## src/rtl/washer_color_classifier_pkg.sv

```systemverilog
// Shared colour codes, filter selects and FSM encoding for the washer colour path.
// COLOR_CLEAR_GATE_EN adds the unfiltered clear-photodiode window.
package washer_color_classifier_pkg;

  localparam logic [2:0] COLOR_RED     = 3'b000;
  localparam logic [2:0] COLOR_BLUE    = 3'b001;
  localparam logic [2:0] COLOR_GREEN   = 3'b010;
  localparam logic [2:0] COLOR_YELLOW  = 3'b011;
  localparam logic [2:0] COLOR_UNKNOWN = 3'b100;

  // {S2,S3} filter selects
  localparam logic [1:0] FILT_RED   = 2'b00;
  localparam logic [1:0] FILT_BLUE  = 2'b01;
  localparam logic [1:0] FILT_GREEN = 2'b11;
  localparam logic [1:0] FILT_CLEAR = 2'b10;
  localparam logic [1:0] FILT_OFF   = 2'b00;

  typedef enum logic [3:0] {
    IDLE,
    SEL_R,
    CNT_R,
    SEL_B,
    CNT_B,
    SEL_G,
    CNT_G,
`ifdef COLOR_CLEAR_GATE_EN
    SEL_C,
    CNT_C,
`endif
    CLASSIFY,
    DONE
  } state_t;

endpackage

```

## src/rtl/washer_color_classifier_pulse_edge_counter.sv

```systemverilog
// Sensor pulse synchronizer, rising-edge detector and saturating
// window counter with synchronous clear and count enable.
module pulse_edge_counter #(
  parameter int CNT_W = 16
) (
  input  logic             CLK100MHZ,
  input  logic             reset,
  input  logic             pulse,
  input  logic             clear,
  input  logic             enable,
  output logic [CNT_W-1:0] count
);

  logic [2:0] syncQ;
  logic       edgeHit;

  always_ff @(posedge CLK100MHZ) begin
    if (!reset) syncQ <= '0;
    else        syncQ <= {syncQ[1:0], pulse};
  end

  assign edgeHit = syncQ[1] & ~syncQ[2];

  always_ff @(posedge CLK100MHZ) begin
    if (!reset || clear) begin
      count <= '0;
    end else if (enable && edgeHit && (count != '1)) begin
      count <= count + 1'b1;
    end
  end

endmodule

```

## src/rtl/washer_color_classifier.sv

```systemverilog
// Washer colour classifier: steps the sensor filters, counts pulses per window.
// Define COLOR_CLEAR_GATE_EN to add a clear-channel window and brightness gate.
module washer_color_classifier
  import washer_color_classifier_pkg::*;
#(
  parameter int GATE_CYCLES   = 1000000,
  parameter int SETTLE_CYCLES = 10000,
  parameter int CNT_W         = 16,
  parameter int MIN_COUNT     = 200
) (
  input  logic             CLK100MHZ,
  input  logic             reset,
  input  logic             start,
  input  logic             colorSensorPulse,
  output logic             colorSensor_S2,
  output logic             colorSensor_S3,
  output logic             busy,
  output logic             done,
  output logic [2:0]       color,
  output logic [CNT_W-1:0] red_cnt,
  output logic [CNT_W-1:0] green_cnt,
  output logic [CNT_W-1:0] blue_cnt
);

  localparam int WW = CNT_W + 2;
  localparam int TMR_MAX =
    (GATE_CYCLES > SETTLE_CYCLES) ? GATE_CYCLES : SETTLE_CYCLES;
  localparam int TMR_W = $clog2(TMR_MAX + 1);
  localparam logic [TMR_W-1:0] SETTLE_LAST = TMR_W'(SETTLE_CYCLES - 1);
  localparam logic [TMR_W-1:0] GATE_LAST   = TMR_W'(GATE_CYCLES - 1);

  state_t           state;
  state_t           stateNext;
  logic [TMR_W-1:0] timer;
  logic             inSel;
  logic             inCnt;
  logic             settleDone;
  logic             gateDone;
  logic [1:0]       filt;

  logic [CNT_W-1:0] rCnt;
  logic [CNT_W-1:0] gCnt;
  logic [CNT_W-1:0] bCnt;
  logic [WW-1:0]    rW;
  logic [WW-1:0]    gW;
  logic [WW-1:0]    bW;
  logic [WW-1:0]    maxW;
  logic [2:0]       classColor;

  logic [2:0]       colorQ;
  logic [CNT_W-1:0] redQ;
  logic [CNT_W-1:0] greenQ;
  logic [CNT_W-1:0] blueQ;

  always_ff @(posedge CLK100MHZ) begin
    if (!reset) begin
      state <= IDLE;
      timer <= '0;
    end else begin
      state <= stateNext;
      if (stateNext != state)  timer <= '0;
      else if (inSel || inCnt) timer <= timer + 1'b1;
    end
  end

  always_comb begin
    filt  = FILT_OFF;
    inSel = 1'b0;
    inCnt = 1'b0;
    case (state)
      SEL_R: begin filt = FILT_RED;   inSel = 1'b1; end
      CNT_R: begin filt = FILT_RED;   inCnt = 1'b1; end
      SEL_B: begin filt = FILT_BLUE;  inSel = 1'b1; end
      CNT_B: begin filt = FILT_BLUE;  inCnt = 1'b1; end
      SEL_G: begin filt = FILT_GREEN; inSel = 1'b1; end
      CNT_G: begin filt = FILT_GREEN; inCnt = 1'b1; end
`ifdef COLOR_CLEAR_GATE_EN
      SEL_C: begin filt = FILT_CLEAR; inSel = 1'b1; end
      CNT_C: begin filt = FILT_CLEAR; inCnt = 1'b1; end
`endif
      default: ;
    endcase
  end

  assign settleDone = inSel && (timer == SETTLE_LAST);
  assign gateDone   = inCnt && (timer == GATE_LAST);

  always_comb begin
    stateNext = state;
    case (state)
      IDLE:     if (start)      stateNext = SEL_R;
      SEL_R:    if (settleDone) stateNext = CNT_R;
      CNT_R:    if (gateDone)   stateNext = SEL_B;
      SEL_B:    if (settleDone) stateNext = CNT_B;
      CNT_B:    if (gateDone)   stateNext = SEL_G;
      SEL_G:    if (settleDone) stateNext = CNT_G;
`ifdef COLOR_CLEAR_GATE_EN
      CNT_G:    if (gateDone)   stateNext = SEL_C;
      SEL_C:    if (settleDone) stateNext = CNT_C;
      CNT_C:    if (gateDone)   stateNext = CLASSIFY;
`else
      CNT_G:    if (gateDone)   stateNext = CLASSIFY;
`endif
      CLASSIFY: stateNext = DONE;
      DONE:     stateNext = IDLE;
      default:  stateNext = IDLE;
    endcase
  end

  assign {colorSensor_S2, colorSensor_S3} = filt;
  assign busy = (state != IDLE) && (state != DONE);
  assign done = (state == DONE);

  pulse_edge_counter #(.CNT_W(CNT_W)) uRedCnt (
    .CLK100MHZ (CLK100MHZ),
    .reset     (reset),
    .pulse     (colorSensorPulse),
    .clear     (state == SEL_R),
    .enable    (state == CNT_R),
    .count     (rCnt)
  );

  pulse_edge_counter #(.CNT_W(CNT_W)) uBlueCnt (
    .CLK100MHZ (CLK100MHZ),
    .reset     (reset),
    .pulse     (colorSensorPulse),
    .clear     (state == SEL_B),
    .enable    (state == CNT_B),
    .count     (bCnt)
  );

  pulse_edge_counter #(.CNT_W(CNT_W)) uGreenCnt (
    .CLK100MHZ (CLK100MHZ),
    .reset     (reset),
    .pulse     (colorSensorPulse),
    .clear     (state == SEL_G),
    .enable    (state == CNT_G),
    .count     (gCnt)
  );

`ifdef COLOR_CLEAR_GATE_EN
  logic [CNT_W-1:0] cCnt;
  logic [WW-1:0]    cW;

  pulse_edge_counter #(.CNT_W(CNT_W)) uClearCnt (
    .CLK100MHZ (CLK100MHZ),
    .reset     (reset),
    .pulse     (colorSensorPulse),
    .clear     (state == SEL_C),
    .enable    (state == CNT_C),
    .count     (cCnt)
  );

  assign cW = WW'(cCnt);
`endif

  // Two spare bits keep 4g and 3r exact without overflow
  always_comb begin
    rW   = WW'(rCnt);
    gW   = WW'(gCnt);
    bW   = WW'(bCnt);
    maxW = rW;
    if (gW > maxW) maxW = gW;
    if (bW > maxW) maxW = bW;
    classColor = COLOR_UNKNOWN;
    if (maxW < WW'(MIN_COUNT))
      classColor = COLOR_UNKNOWN;
    else if ((rW >= (bW << 1)) && (gW >= (bW << 1)) &&
             ((gW << 2) >= (rW + (rW << 1))))
      classColor = COLOR_YELLOW;
    else if ((rW > gW) && (rW > bW))
      classColor = COLOR_RED;
    else if ((bW > rW) && (bW > gW))
      classColor = COLOR_BLUE;
    else if ((gW > rW) && (gW > bW))
      classColor = COLOR_GREEN;
    else
      classColor = COLOR_UNKNOWN;
`ifdef COLOR_CLEAR_GATE_EN
    if (cW < WW'(2 * MIN_COUNT)) classColor = COLOR_UNKNOWN;
`endif
  end

  always_ff @(posedge CLK100MHZ) begin
    if (!reset) begin
      colorQ <= COLOR_UNKNOWN;
      redQ   <= '0;
      greenQ <= '0;
      blueQ  <= '0;
    end else if (state == CLASSIFY) begin
      colorQ <= classColor;
      redQ   <= rCnt;
      greenQ <= gCnt;
      blueQ  <= bCnt;
    end
  end

  assign color     = colorQ;
  assign red_cnt   = redQ;
  assign green_cnt = greenQ;
  assign blue_cnt  = blueQ;

endmodule
```

## config.mk

```make
export PLATFORM = sky130hd
export DESIGN_NAME = washer_color_classifier
export DESIGN_NICKNAME = d
export VERILOG_FILES = /design/src/rtl/washer_color_classifier_pkg.sv /design/src/rtl/washer_color_classifier_pulse_edge_counter.sv /design/src/rtl/washer_color_classifier.sv
export SDC_FILE = /design/constraint.sdc
export NUM_CORES = 1
export LEC_CHECK = 0
export CORE_MARGIN = 5
export CORE_UTILIZATION = 30
export DETAILED_ROUTE_END_ITERATION = 10
export SLEW_MARGIN = 20
export SYNTH_ARGS = -nofsm -noshare
export SYNTH_HDL_FRONTEND = slang
export SYNTH_HIERARCHICAL = 1
export SYNTH_SLANG_ARGS = --single-unit
```

## constraint.sdc

```tcl
create_clock -name CLK100MHZ -period 5.33 [get_ports CLK100MHZ]
set_input_delay 1.3325 -clock CLK100MHZ [delete_from_list [all_inputs] [get_ports CLK100MHZ]]
set_output_delay 1.3325 -clock CLK100MHZ [all_outputs]
set_load 0.01 [all_outputs]
```

# Word-level counts from Yosys, hierarchy flattened
# Cells that the tools add are included.
# word_totals
ff_bits,132
out_inout_bits,55
# op_classes
addsub,5
n_lt_le_gt_ge,11
eq_ne,15
muxes,18
bitwise_logic,7
n_reduce_logical,26
# ops
op,n
$gt 16x16->1,6
$add 16x1->16 const B,3
$ne 16x16->1 const B,3
$ge 16x17->1,2
$pmux 4 s8,1
$mux 4,7
$add 20x1->20 const B,1
$eq 20x14->1 const B,1
$eq 20x20->1 const B,1
$add 16x17->18,1
$ge 18x18->1,1
$gt 16x18->1,1
$lt 18x8->1 const B,1
$mux 18,1
$eq 4x3->1 const B,4
$mux 16,1
$mux 3,5
$logic_and 1x1->1,14
$eq 4x2->1 const B,2
$reduce_or 2->1,3
$reduce_or 3->1,2
$eq 4x1->1 const B,1
$eq 4x4->1 const B,1
$logic_not 4->1,1
9 further kinds,18

# Logic depth before layout (Yosys ltp)
# depth
word_depth,8
mapped_depth,18

# Hierarchy
# The synthesis kept the hierarchy.
# modules_own_cells
module,instances,cells_per_inst,area_each_um2,seq_area_each_um2
washer_color_classifier,1,794,6492.5,1501.4
pulse_edge_counter,3,106,919.6,380.4

# Worst setup path before layout
# No wires, ideal clock.
# synth_timing
path_type,reg-to-reg
startpoint,register uRedCnt.count[9]
endpoint,register colorQ[1] (netlist: color[1])
setup_ns,0.117
arrival_time_ns,4.054
required_ns,5.213
path_slack_ns,1.159
path_stages_with_launch,18
n_path_buf,1
synth_period_minus_slack_ns,4.171
path_cell_list,dfxtp_1 -> inv_1 -> ha_1 -> nand3_1 -> or2_2 -> a21oi_1 -> o21bai_1 -> a21oi_2 -> clkbuf_1 -> mux2i_1 -> ha_1 -> a21oi_1 -> a2bb2oi_1 -> a21oi_1 -> or2_2 -> o21a_1 -> o211a_1 -> a32o_1
# synth_between
elab_chain_len,7
# synth_rtl
element,line,source
from (decl),washer_color_classifier_pulse_edge_counter.sv:11,output logic [CNT_W-1:0] count
from (signal assigned),washer_color_classifier_pulse_edge_counter.sv:28,count <= count + 1'b1;
"parallel branches: the longest is 6 deep, another holds $gt 16x18->1",--,
$mux 3 (*),washer_color_classifier.sv:166,if (maxW < WW'(MIN_COUNT))
to (signal assigned),washer_color_classifier.sv:191,colorQ <= classColor;
to (decl),washer_color_classifier.sv:50,logic [2:0] colorQ;
# Mark *: on every way between the ends.
# A chain may end at the register's enable or synchronous reset.

# Worst setup path after layout
# layout_timing
startpoint,register uRedCnt.count[1]
endpoint,register colorQ[0] (netlist: color[0])
# layout_between
elab_chain_len,6
# layout_rtl
element,line
$gt 16x16->1 (on tied branches),"washer_color_classifier.sv:163, washer_color_classifier.sv:173"
$mux 16 / $logic_and 1x1->1 (equally long branches),"washer_color_classifier.sv:163, washer_color_classifier.sv:173"
$gt 16x18->1 / $mux 3 (equally long branches),"washer_color_classifier.sv:164, washer_color_classifier.sv:173"
$mux 18 / $mux 3 (equally long branches),"washer_color_classifier.sv:164, washer_color_classifier.sv:171"
$lt 18x8->1 / $mux 3 (equally long branches),"washer_color_classifier.sv:166, washer_color_classifier.sv:168"
$mux 3 (*),washer_color_classifier.sv:166
# Mark *: on every way between the ends. The rest lies on a longest branch, timed or not.

==> results by group <==
Finish
  – Layout area overhead: 19.3%
  – Final Instance Count excl. Fillers: 1596
  – Filler Cell Count: 3143
  – Nets: 1321
  – Layout cells sized above 1: 7.92%
  – Antenna fix cells: 0

Drt
  – WL/cell: 18.5 um
  – DRT antenna net count: 0
  – WL final: 29500 um
  – DR vias/cell: 5.47
  – DR DRC count: 0
  – Drt pass-1 iters: 6
  – Initial drt markers: 690
  – Vias post-DR: 8727

Synth
  – Avg Inst Size Synth: 8.32 um2
  – Net Count, Synth: 1246
  – Number of synthesized flops with an enable pin: 0
  – Top area cells in the synthesized netlist: dfxtp_1 29%, ha_1 17%, nand2_1 5.8%
  – Distinct cells, synth: 69
  – Post-synth top cells: 142 x nand2_1, 132 x dfxtp_1, 129 x ha_1, 72 x a21oi_1, 59 x nor2_1
  – Ys flop type: dfxtp_1
  – Post-Syn Instances: 1112
  – Area share of the largest cell type after synthesis: 28.6%
  – Seq/Total Area, Yosys: 28.6%
  – Cell taking the most area after synthesis: dfxtp_1
  – Synth async-reset ratio: 0%
  – Synth Cell Area: 9250 um2
  – Seq cells post-synth: 132
  – Count leader, synth: nand2_1
  – Synth Warn #: 6

Clock network
  – Post-CTS sizing: 0
  – Clk pin slew, worst setup/hold paths: 0.06 ns
  – Max Buffers Root-to-Sink: 2
  – H-tree lvl count: 4
  – Root buffer cell: clkbuf_16
  – Clock latency on the worst-skew pair: 0.43 ns
  – CTS Hold Bufs: 0
  – # Post-CTS Setup Buffers: 0
  – TritonCTS clock tree: yes
  – Clock sinks: 132
  – CTS Buf Count: 17

Floorplan
  – Core ar.: 30500 um2
  – Die Footprint: 34400 um2
  – Die width: 186 um
  – Row count: 64
  – Ports: 59
  – Initial Util: 30.3%
  – Die Ht: 186 um

Global route
  – Grt total ovfl: 0
  – Vias in the first global route: 8600
  – Initial antenna violation count: 0
  – First-pass GRT wire length: 46500 um
  – Largest net degree at the start of global routing: 52
  – Total GRT Usage: 17.1%

Place
  – Routability cong.: 0.954
  – I/O Buffers: 58
  – Hpwl dp: 21300 um
  – Placed insts: 1563

Status
  – Status: completed

STA
  – Final Slew Violations: 0
  – Setup TNS: 0 ns
  – Max transition margin: 27.6%
  – Clk_skew: 0.0201 ns
  – Unrepaired setup endpoints after global routing: false
  – Final period utilization: 84.8%
  – Fin. Hold Viols: 0
  – Worst Tran Pin Value: 1.09 ns
  – Finish-stage setup viols: 0
  – Fmax: 221 MHz
  – Crit path time final: 4.52 ns

Min path
  – Worst min-delay path class: flip-flop to flip-flop

Worst setup path
  – CP required: 5.69 ns
  – Worst path arrival time: 4.88 ns
  – Critical Path Fanout Max: 13
  – Setup CP Type: flip-flop to flip-flop
  – Crit end category: flip-flop
  – CP startpoint kind: flip-flop

Flow run
  – Maxcap violations: 0

Power
  – Worst VDD drop: 0.000190 V
  – Leakage: 4.17 nW
  – Pwr Density: 198 nW/um2
[through the flow]
stage	hold slack, ns	power, mW	setup slack, ns	util (%)	area, um2
4_1_cts	0.435	2.22	0.897	36.0	11000
6_report	0.433	2.19	0.811	36.2	11000
2_1_floorplan	0.412	1.05	1.16	-	9250
3_3_place_gp	0.415	1.06	1.01	34.1	10400
3_5_place_dp	0.420	1.06	0.921	34.1	10400
5_1_grt	0.450	2.26	0.481	36.2	11000
[layout make-up]
type / instances / area, um2 / share of cell area, %
clock buffer: 20 / 447 / 4.05
clock inverter: 12 / 120 / 1.09
inverter: 49 / 184 / 1.67
multi-input combinational: 897 / 6310 / 57.2
sequential: 132 / 2640 / 23.9
tap: 396 / 495 / 4.49
timing repair buffer: 90 / 836 / 7.57
[critical path: stages, from the launching register on]
cell,delay [ns]
dfxtp_1,0.47
and2_1,0.26
fa_1,0.40
a21o_1,0.18
a21oi_1,0.29
o21ai_0,0.17
a31oi_1,0.25
a2111oi_0,0.14
o21ai_0,0.18
nand2b_1,0.10
xor2_1,0.15
ha_1,0.30
nand4_1,0.11
a311o_1,0.28
a2111oi_0,0.77
o21ba_2,0.26
o21ai_0,0.13
[worst paths after layout]
| kind | startpoint | end | slack (ns) | cells after the start |
|---|---|---|---|---|
| hold / removal | uGreenCnt/syncQ[0] | uGreenCnt/syncQ[1] | 0.43 | 1 |
| setup / recovery | uRedCnt/count[1] | color[0] | 0.81 | 16 |
| setup reg to reg | uRedCnt/count[1] | color[0] | 0.81 | 16 |
| hold reg to reg | uGreenCnt/syncQ[0] | uGreenCnt/syncQ[1] | 0.43 | 1 |
[layout by cell type (no fill, tap or decap), types with 5 or more instances in the layout]
master and count:
nand2_1 142, dfxtp_1 132, ha_1 129, a21oi_1 72
nor2_1 58, clkdlybuf4s50_1 57, inv_1 49, a21boi_0 49
nand4_1 39, o21ai_0 39, nand3_1 38, buf_4 31
or4_1 22, xor2_1 21, nor3_1 20, a21o_1 19
mux2i_1 19, and2_1 17, o31ai_1 17, clkbuf_16 17
nand2b_1 15, xnor2_1 14, nor2b_1 13, nor4_1 13
or3_1 12, and3_1 10, o311ai_0 10, or2_2 9
a31oi_1 9, o211ai_1 7, a2111oi_0 7, nand3b_1 6
and4_1 6, a211oi_1 5, o21bai_1 5, inv_6 5
[flip-flops by register name (all words and copies together) (netlist names)]
signal and flops:
green_cnt 16, color 3, uRedCnt/count 16, uRedCnt/syncQ 3, state 4, uBlueCnt/count 16
timer 20, uGreenCnt/syncQ 3, red_cnt 16, uGreenCnt/count 16, blue_cnt 16, uBlueCnt/syncQ 3
[layer usage]
| metal | part of all wire [%] | GRT usage (%) | vias to the layer above |
|---|---|---|---|
| met5 | 0 | 0 | - |
| met4 | 4.9 | 8.92 | 0 |
| met3 | 6.1 | 3.52 | 78 |
| met2 | 45 | 27.2 | 282 |
| met1 | 44 | 21.8 | 4099 |
| li1 | - | - | 4268 |
[cell families (layout without fill, tap and decap cells)]
kind of cell | Yosys count | count (layout) | share of synthesized area (%)
XOR/XNOR | 35 | 35 | 3.31
AND/OR/NAND/NOR | 442 | 442 | 25.1
flip-flops | 132 | 132 | 28.6
adder cells (fa/ha/maj) | 130 | 130 | 17.7
AO/OA/AOI/OAI | 269 | 269 | 19.4
multiplexers | 21 | 21 | 2.30
buffers and inverters | 83 | 171 | 3.60
[where the power goes]
group / leakage (nW) / switching (mW) / internal, mW
Sequential: 1.06 / 0.00279 / 0.990
Clock: 0.272 / 0.486 / 0.663
Combinational: 2.83 / 0.0302 / 0.0160
(Power assumes the default switching activity.)
